**src/rtl/inmux_arb_4_1.sv**
```systemverilog
// Round-robin burst arbiter feeding the 512-bit input data mux (k1/k13/k15).
// Define INMUX_ARB_STATS_EN to add per-source accepted-beat counters.
module inmux_arb_4_1 #(
    parameter int MAX_BEATS = 64,
    parameter int CNT_W     = 16
) (
    input  logic       clk,
    input  logic       reset,
    input  logic       t_k1_valid,
    input  logic       t_k13_valid,
    input  logic       t_k15_valid,
    input  logic       t_k1_last,
    input  logic       t_k13_last,
    input  logic       t_k15_last,
    output logic       t_k1_ready,
    output logic       t_k13_ready,
    output logic       t_k15_ready,
    output logic [3:0] t_c_dat,
    output logic       i_inmux_valid,
    output logic       i_inmux_last,
    input  logic       i_inmux_ready
`ifdef INMUX_ARB_STATS_EN
    ,
    input  logic        stat_clr,
    output logic [31:0] stat_k1_beats,
    output logic [31:0] stat_k13_beats,
    output logic [31:0] stat_k15_beats
`endif
);

    typedef enum logic {
        IDLE,
        LOCK
    } state_t;

    localparam logic [CNT_W-1:0] LIM = CNT_W'(MAX_BEATS - 1);

    state_t           state, state_nxt;
    logic [1:0]       gnt, gnt_nxt;
    logic [1:0]       rr, rr_nxt;
    logic [1:0]       pick, idx;
    logic             found;
    logic [3:0]       dat_nxt;
    logic [CNT_W-1:0] cnt, cnt_nxt;
    logic [2:0]       vld, lst, rdy;
    logic             g_vld, g_lst, lock, xfer;

    // Source index 0/1/2 = k1/k13/k15; rotation order k1 -> k13 -> k15.
    function automatic logic [1:0] succ(input logic [1:0] s);
        return (s == 2'd2) ? 2'd0 : s + 2'd1;
    endfunction

    function automatic logic [3:0] code(input logic [1:0] s);
        logic [3:0] c;
        unique case (s)
            2'd0:    c = 4'd1;
            2'd1:    c = 4'd5;
            2'd2:    c = 4'd7;
            default: c = 4'd0;
        endcase
        return c;
    endfunction

    assign vld = {t_k15_valid, t_k13_valid, t_k1_valid};
    assign lst = {t_k15_last, t_k13_last, t_k1_last};

    always_comb begin
        g_vld = 1'b0;
        g_lst = 1'b0;
        unique case (gnt)
            2'd0: begin
                g_vld = vld[0];
                g_lst = lst[0];
            end
            2'd1: begin
                g_vld = vld[1];
                g_lst = lst[1];
            end
            2'd2: begin
                g_vld = vld[2];
                g_lst = lst[2];
            end
            default: ;
        endcase
    end

    always_comb begin
        pick  = rr;
        found = 1'b0;
        idx   = rr;
        for (int i = 0; i < 3; i++) begin
            if (!found && vld[idx]) begin
                found = 1'b1;
                pick  = idx;
            end
            idx = succ(idx);
        end
    end

    // Outputs are suppressed during reset so a dropped grant never leaks a ready.
    assign lock = (state == LOCK) && !reset;
    assign xfer = (state == LOCK) && g_vld && i_inmux_ready;

    always_comb begin
        rdy = 3'b000;
        if (lock && i_inmux_ready) begin
            unique case (gnt)
                2'd0:    rdy = 3'b001;
                2'd1:    rdy = 3'b010;
                2'd2:    rdy = 3'b100;
                default: rdy = 3'b000;
            endcase
        end
    end

    assign t_k1_ready    = rdy[0];
    assign t_k13_ready   = rdy[1];
    assign t_k15_ready   = rdy[2];
    assign i_inmux_valid = lock && g_vld;
    assign i_inmux_last  = lock && g_lst;

    always_comb begin
        state_nxt = state;
        gnt_nxt   = gnt;
        rr_nxt    = rr;
        dat_nxt   = t_c_dat;
        cnt_nxt   = cnt;
        unique case (state)
            IDLE: begin
                if (|vld) begin
                    state_nxt = LOCK;
                    gnt_nxt   = pick;
                    dat_nxt   = code(pick);
                    cnt_nxt   = '0;
                end
            end
            LOCK: begin
                if (xfer) begin
                    if (g_lst || cnt == LIM) begin
                        state_nxt = IDLE;
                        dat_nxt   = 4'd0;
                        rr_nxt    = succ(gnt);
                        cnt_nxt   = '0;
                    end else begin
                        cnt_nxt = cnt + 1'b1;
                    end
                end
            end
            default: state_nxt = IDLE;
        endcase
    end

    always_ff @(posedge clk) begin
        if (reset) begin
            state   <= IDLE;
            gnt     <= 2'd0;
            rr      <= 2'd0;
            t_c_dat <= 4'd0;
            cnt     <= '0;
        end else begin
            state   <= state_nxt;
            gnt     <= gnt_nxt;
            rr      <= rr_nxt;
            t_c_dat <= dat_nxt;
            cnt     <= cnt_nxt;
        end
    end

`ifdef INMUX_ARB_STATS_EN
    logic [2:0] acc;
    assign acc = rdy & vld;

    always_ff @(posedge clk) begin
        if (reset || stat_clr) begin
            stat_k1_beats  <= '0;
            stat_k13_beats <= '0;
            stat_k15_beats <= '0;
        end else begin
            stat_k1_beats  <= stat_k1_beats + 32'(acc[0]);
            stat_k13_beats <= stat_k13_beats + 32'(acc[1]);
            stat_k15_beats <= stat_k15_beats + 32'(acc[2]);
        end
    end
`endif

endmodule

```
**config.mk**
```make
export PLATFORM = sky130hd
export DESIGN_NAME = inmux_arb_4_1
export DESIGN_NICKNAME = d
export VERILOG_FILES = /design/src/rtl/inmux_arb_4_1.sv
export SDC_FILE = /design/constraint.sdc
export NUM_CORES = 1
export LEC_CHECK = 0
export CAP_MARGIN = 0
export CELL_PAD_IN_SITES_DETAIL_PLACEMENT = 0
export CELL_PAD_IN_SITES_GLOBAL_PLACEMENT = 1
export CORE_ASPECT_RATIO = 2
export CORE_MARGIN = 3
export CORE_UTILIZATION = 30
export CTS_BUF_LIST = sky130_fd_sc_hd__clkbuf_16
export DETAILED_ROUTE_END_ITERATION = 10
export PLACE_DENSITY = 0.66
export REMOVE_ABC_BUFFERS = 1
export SLEW_MARGIN = 20
export SYNTH_ARGS = -nofsm -noshare
export SYNTH_HDL_FRONTEND = slang
export SYNTH_SLANG_ARGS = --single-unit
```
**constraint.sdc**
```tcl
create_clock -name clk -period 1.53 [get_ports clk]
set_input_delay 0.306 -clock clk [delete_from_list [all_inputs] [get_ports clk]]
set_output_delay 0.306 -clock clk [all_outputs]
set_load 0.03 [all_outputs]
```
Word-level counts from Yosys, hierarchy flattened
Index checks and enable logic that the tools add are counted.

storage, ports and cells
  bits in registers = 25
  latch bits = 0
  RAM bits = 0
  memory bits (read-only) = 0
  logic and storage cells = 72
  memories kept = 0

operators by class
  $add $sub $neg = 4
  multipliers = 0
  div/mod/pow operators = 0
  magnitude comparators = 3
  eq/ne operators = 10
  shift-type cells = 0
  muxes and demuxes = 30
  bitwise operators = 1
  reduce and logical (&&, ||, !) cells = 19

operators by type and width
  kind                                                   number
  2-to-1 mux 16 bit                                      3
  case mux 16 bit (2 select lines)                       1
  case mux 3 bit (3 select lines)                        2
  adder 16 x 1 -> 16 bit (second input constant)         1
  equality test 16 x 6 -> 1 bit (second input constant)  1
  2-to-1 mux 4 bit                                       3
  2-to-1 mux 2 bit                                       5
  < comparator 2 x 3 -> 1 bit (second input constant)    3
  equality test 2 bit (second input constant)            4
  logical AND 1 bit                                      8
  2-to-1 mux 1 bit                                       8
  case mux 4 bit (2 select lines)                        1
  adder 2 x 1 -> 2 bit (second input constant)           3
  binary-select mux 1 bit (select 2 bit)                 3
  case mux 1 bit (3 select lines)                        2
  AND reduction 3 bit                                    2
  equality test 2 x 1 -> 1 bit (second input constant)   2
  logical NOT 2 bit                                      2
  != test 2 x 1 -> 1 bit (second input constant)         2
  AND reduction 2 bit                                    2
  logical NOT 1 bit                                      3
  2-to-1 mux 3 bit                                       1
  OR reduction 3 bit                                     1
  != test 2 bit (second input constant)                  1
  3 further kinds                                        3

Depth between registers and ports, before layout
  word-level depth = 13
  mapped depth = 8

Least setup slack after synthesis
Ideal clock, no wire load.

  path kind = input to output
  from = in reset
  to = out t_k15_ready
  arrival time = 1.535 ns
  data required time = 1.224 ns
  slack = -0.311 ns
  stages = 4
  path buffers = 1
  cells stage by stage = buf_2 -> and2b_2 -> nand2_1 -> nor3b_1

on the way
  cells in the longest elaborated chain, start to end = 4

ends and longest elaborated chain
  item               RTL line  source
  start, declared    8         input logic reset,
  logical NOT 1 bit  101       assign lock = (state == LOCK) && !reset;
  logical AND 1 bit  101
  logical AND 1 bit  106       if (lock && i_inmux_ready) begin
  2-to-1 mux 3 bit   106
  end, declared      17        output logic t_k15_ready,

No other way between the ends.

Worst setup path in the final report
  from = reg gnt[1]
  to = out i_inmux_valid

on the way
  cells in the longest elaborated chain, start to end = 3

ends and longest elaborated chain
  item                                               RTL line  source
  start, declared                                    39        logic [1:0] gnt, gnt_nxt;
  start signal, assigned                             162       gnt <= gnt_nxt;
  equality test 2 bit, or another cell as far along  70        unique case (gnt)
  case mux 1 bit (3 select lines) *                  70
  logical AND 1 bit *                                119       assign i_inmux_valid = lock && g_vld;
  end, declared                                      19        output logic i_inmux_valid,

Mark *: on every way between the ends. The rest lies on a longest branch, timed or not.

==> flow_metrics.env <==
export IMPL_status="finished with violations"
export IMPL_violations="negative setup slack"
export IMPL_ioPinCount=18
export IMPL_power_frac_comb_pct=22.8
export IMPL_start_kind="register"
export IMPL_drv_slew=0
export IMPL_synth_most_common_cell="dfxtp_1"
export IMPL_routed_wl_um=4750
export IMPL_endpoint_kind="primary output"
export IMPL_place_congestion=0.843
export IMPL_initial_core_util_pct=31.3
export IMPL_clockBufferDepth=2
export IMPL_via_count=1615
export IMPL_setup_slack_ns=-0.159
export IMPL_synth_top_area_cell="dfxtp_1"
export IMPL_synth_cell_types=47
export IMPL_synth_common_cells="dfxtp_1 (24), o21ai_1 (13), inv_1 (11), nand2_1 (11)"
export IMPL_place_ws_ns=-0.673
export IMPL_yosysWarnings=0
export IMPL_hold_path_end="t_c_dat[1]$_SDFFE_PP0P_"
export IMPL_postSynthCellCount=173
export IMPL_stdcell_area_mm2=0.00230
export IMPL_first_global_vias=1689
export IMPL_finalCriticalPeriod_ns=1.69
export IMPL_wl_per_cell_um=15.9
export IMPL_place_hpwl_um=3470
export IMPL_max_freq_ghz=0.592
export IMPL_internal_power_w=0.00117
export IMPL_drive_gt1_share_pct=47.3
export IMPL_ff2ff_path_depth=8
export IMPL_grt_ovfl_total=0
export IMPL_reg2reg_to="cnt[9]$_SDFFE_PP0P_"
export IMPL_power_frac_seq_pct=41.2
export IMPL_io_buffers=16
export IMPL_dp_cells=282
export IMPL_cts_tree="yes"
export IMPL_worstHoldPathCells=2
export IMPL_place_area_mm2=0.00197
export IMPL_ys_ff_latch=24
export IMPL_p_sw_share_pct=26.5
export IMPL_ys_flop_type="dfxtp_1"
export IMPL_clock_latency_ns=0.26
export IMPL_grt_busiest_layer="met2"
export IMPL_p_clk_share_pct=36.0
export IMPL_coreArea_mm2=0.00464
export IMPL_r2r_start="gnt[1]$_SDFFE_PP0P_"
export IMPL_hold_viol_final=0
export IMPL_first_pass_iters=4
export IMPL_viasPerCell=5.42
export IMPL_holdWs_ns=0.477
export IMPL_fp_dieW_um=55.2
export IMPL_grt_max_degree=17
export IMPL_grt_usage_pct=16.6
export IMPL_drv_cap=0
export IMPL_drc=0
export IMPL_die_h_um=104
export IMPL_clock_sinks=24
export IMPL_syn_area_mm2=0.00146
export IMPL_antenna_found_initial=0
export IMPL_die_area_mm2=0.00577
export IMPL_num_rows=35
export IMPL_antenna_diode_count=0
export IMPL_synth_area_leaders="dfxtp_1 (33%), o21ai_1 (4.5%), a21oi_1 (3.1%)"
export IMPL_met2_usage_pct=34.2
export IMPL_switchingPower_w=0.000421
export IMPL_root_buffer="clkbuf_16"
export IMPL_numCtsBuffers=3
export IMPL_yosysTopAreaCellShare_pct=33.0
export IMPL_drt_iter0_drc=34
export IMPL_cp_max_fo=5
export IMPL_nets=256
export IMPL_ctsHtreeMaxLevel=1
export IMPL_rsz0062_at_grt="true"
export IMPL_fin_cells=298
export IMPL_cp_required_ns=1.22
export IMPL_hp_class="register to register"
export IMPL_p_total_w=0.00159
export IMPL_period_share_pct=110
export IMPL_drtAntennaViolNets=0
export IMPL_setup_violations=22
export IMPL_grtUsageMet1_pct=14.4
export IMPL_power_density_mw_per_mm2=692
export IMPL_area_delta_synth_final_pct=58.0
export IMPL_regToRegSetupSlack_ns=-0.12
export IMPL_path_class="register to primary output"
export IMPL_hp_start="t_c_dat[1]$_SDFFE_PP0P_"
export IMPL_fillers=475
export IMPL_clk_pin_slew_ns=0.06
export IMPL_async_flop_share_pct=0
export IMPL_grt_pass1_wl_um=7670
export IMPL_syn_avg_cell_area_um2=8.41
export IMPL_ys_seq_area_share_pct=33.0
export IMPL_grtUsageMet3_pct=1.99
export IMPL_crit_arrival_ns=1.38
export IMPL_synth_edff_count=0
export IMPL_leakage_nw=0.906
export IMPL_ir_drop_uv=611
export IMPL_finClkSkew_ns=0.00228
-- flip-flops by register name (all words and copies together) (netlist names) --
name     flops
cnt         16
gnt          2
rr           2
state        1
t_c_dat      3
-- stage by stage --
step,TNS [ns],util (%)
after floorplan,-2.62,-
final,-1.78,49.5
after detailed placement,-12.90,42.3
after global routing,-3.34,49.5
after CTS,-1.83,48.1
after global placement,-11.71,42.3
-- final cells by class --
class	count	area (um2)	share of cell area, %
inverter	11	41.3	1.80
clock buffer	3	75.1	3.26
timing repair buffer	73	599	26.1
multi-input combinational	131	1020	44.3
clock inverter	1	3.75	0.163
tap	55	68.8	2.99
sequential	24	493	21.4
-- power groups by stage --
stage                     registers [W]  logic, W  clock network, W
after floorplan                0.000679  0.000127                 0
after global placement         0.000667  0.000284                 0
after detailed placement       0.000668  0.000290                 0
after CTS                      0.000655  0.000342          0.000587
after global routing           0.000658  0.000387          0.000613
final                          0.000656  0.000362          0.000573
-- worst max-delay path by stage --
stage                              startpoint                      end
after floorplan           cnt[0]$_SDFFE_PP0P_       rr[0]$_SDFFE_PP0P_
after global placement             t_k1_valid  t_c_dat[2]$_SDFFE_PP0P_
after detailed placement           t_k1_valid  t_c_dat[2]$_SDFFE_PP0P_
after CTS                 gnt[1]$_SDFFE_PP0P_            i_inmux_valid
after global routing      gnt[1]$_SDFFE_PP0P_      cnt[8]$_SDFFE_PP0P_
final                     gnt[1]$_SDFFE_PP0P_            i_inmux_valid
-- what timing repair did --
item,in CTS,in global routing
gates cloned,1,0
gates resized for setup,54,16
pin swaps,22,11
buffers inserted,9,2
hold buffers,0,0
setup endpoints to repair,30,27
-- metal layers --
metal	vias to the layer above	part of all wire (%)
li1	785	-
met1	790	33
met2	29	61
met3	11	2.2
met4	0	3.0
met5	-	0
-- layout by cell type (no fill, tap or decap), drive strengths merged, types with 2 or more instances in the layout --
cell and count:
dlygate4sd2 7, inv 11, nand4 4, dfxtp 24, nor2 7, o31ai 6, buf 63, nand3 5
nand3b 4, ha 3, a211oi 5, and2 3, or2 2, or3 6, o21ai 23, nor4 5
nor3 7, o22ai 4, clkbuf 4, nand2 11, nand2b 5, mux2i 3, a21oi 10, nor3b 6
-- critical path, stage by stage (launching register included) --
cell and delay, ns:
dfxtp_4 0.41, mux2i_1 0.24, o21ai_2 0.10, buf_6 0.12, and2_4 0.13, buf_6 0.13
-- kinds of logic after synthesis --
logic type | count (synthesis) | share of synthesized area (%)
buffers and inverters | 19 | 7.22
adders and majority gates | 3 | 2.58
muxes | 3 | 2.06
DFF | 24 | 33.0
other | 1 | 0.258
AOI/OAI and AO/OA | 55 | 25.7
and+or+nand+nor | 68 | 29.1
(Power assumes the default switching activity.)
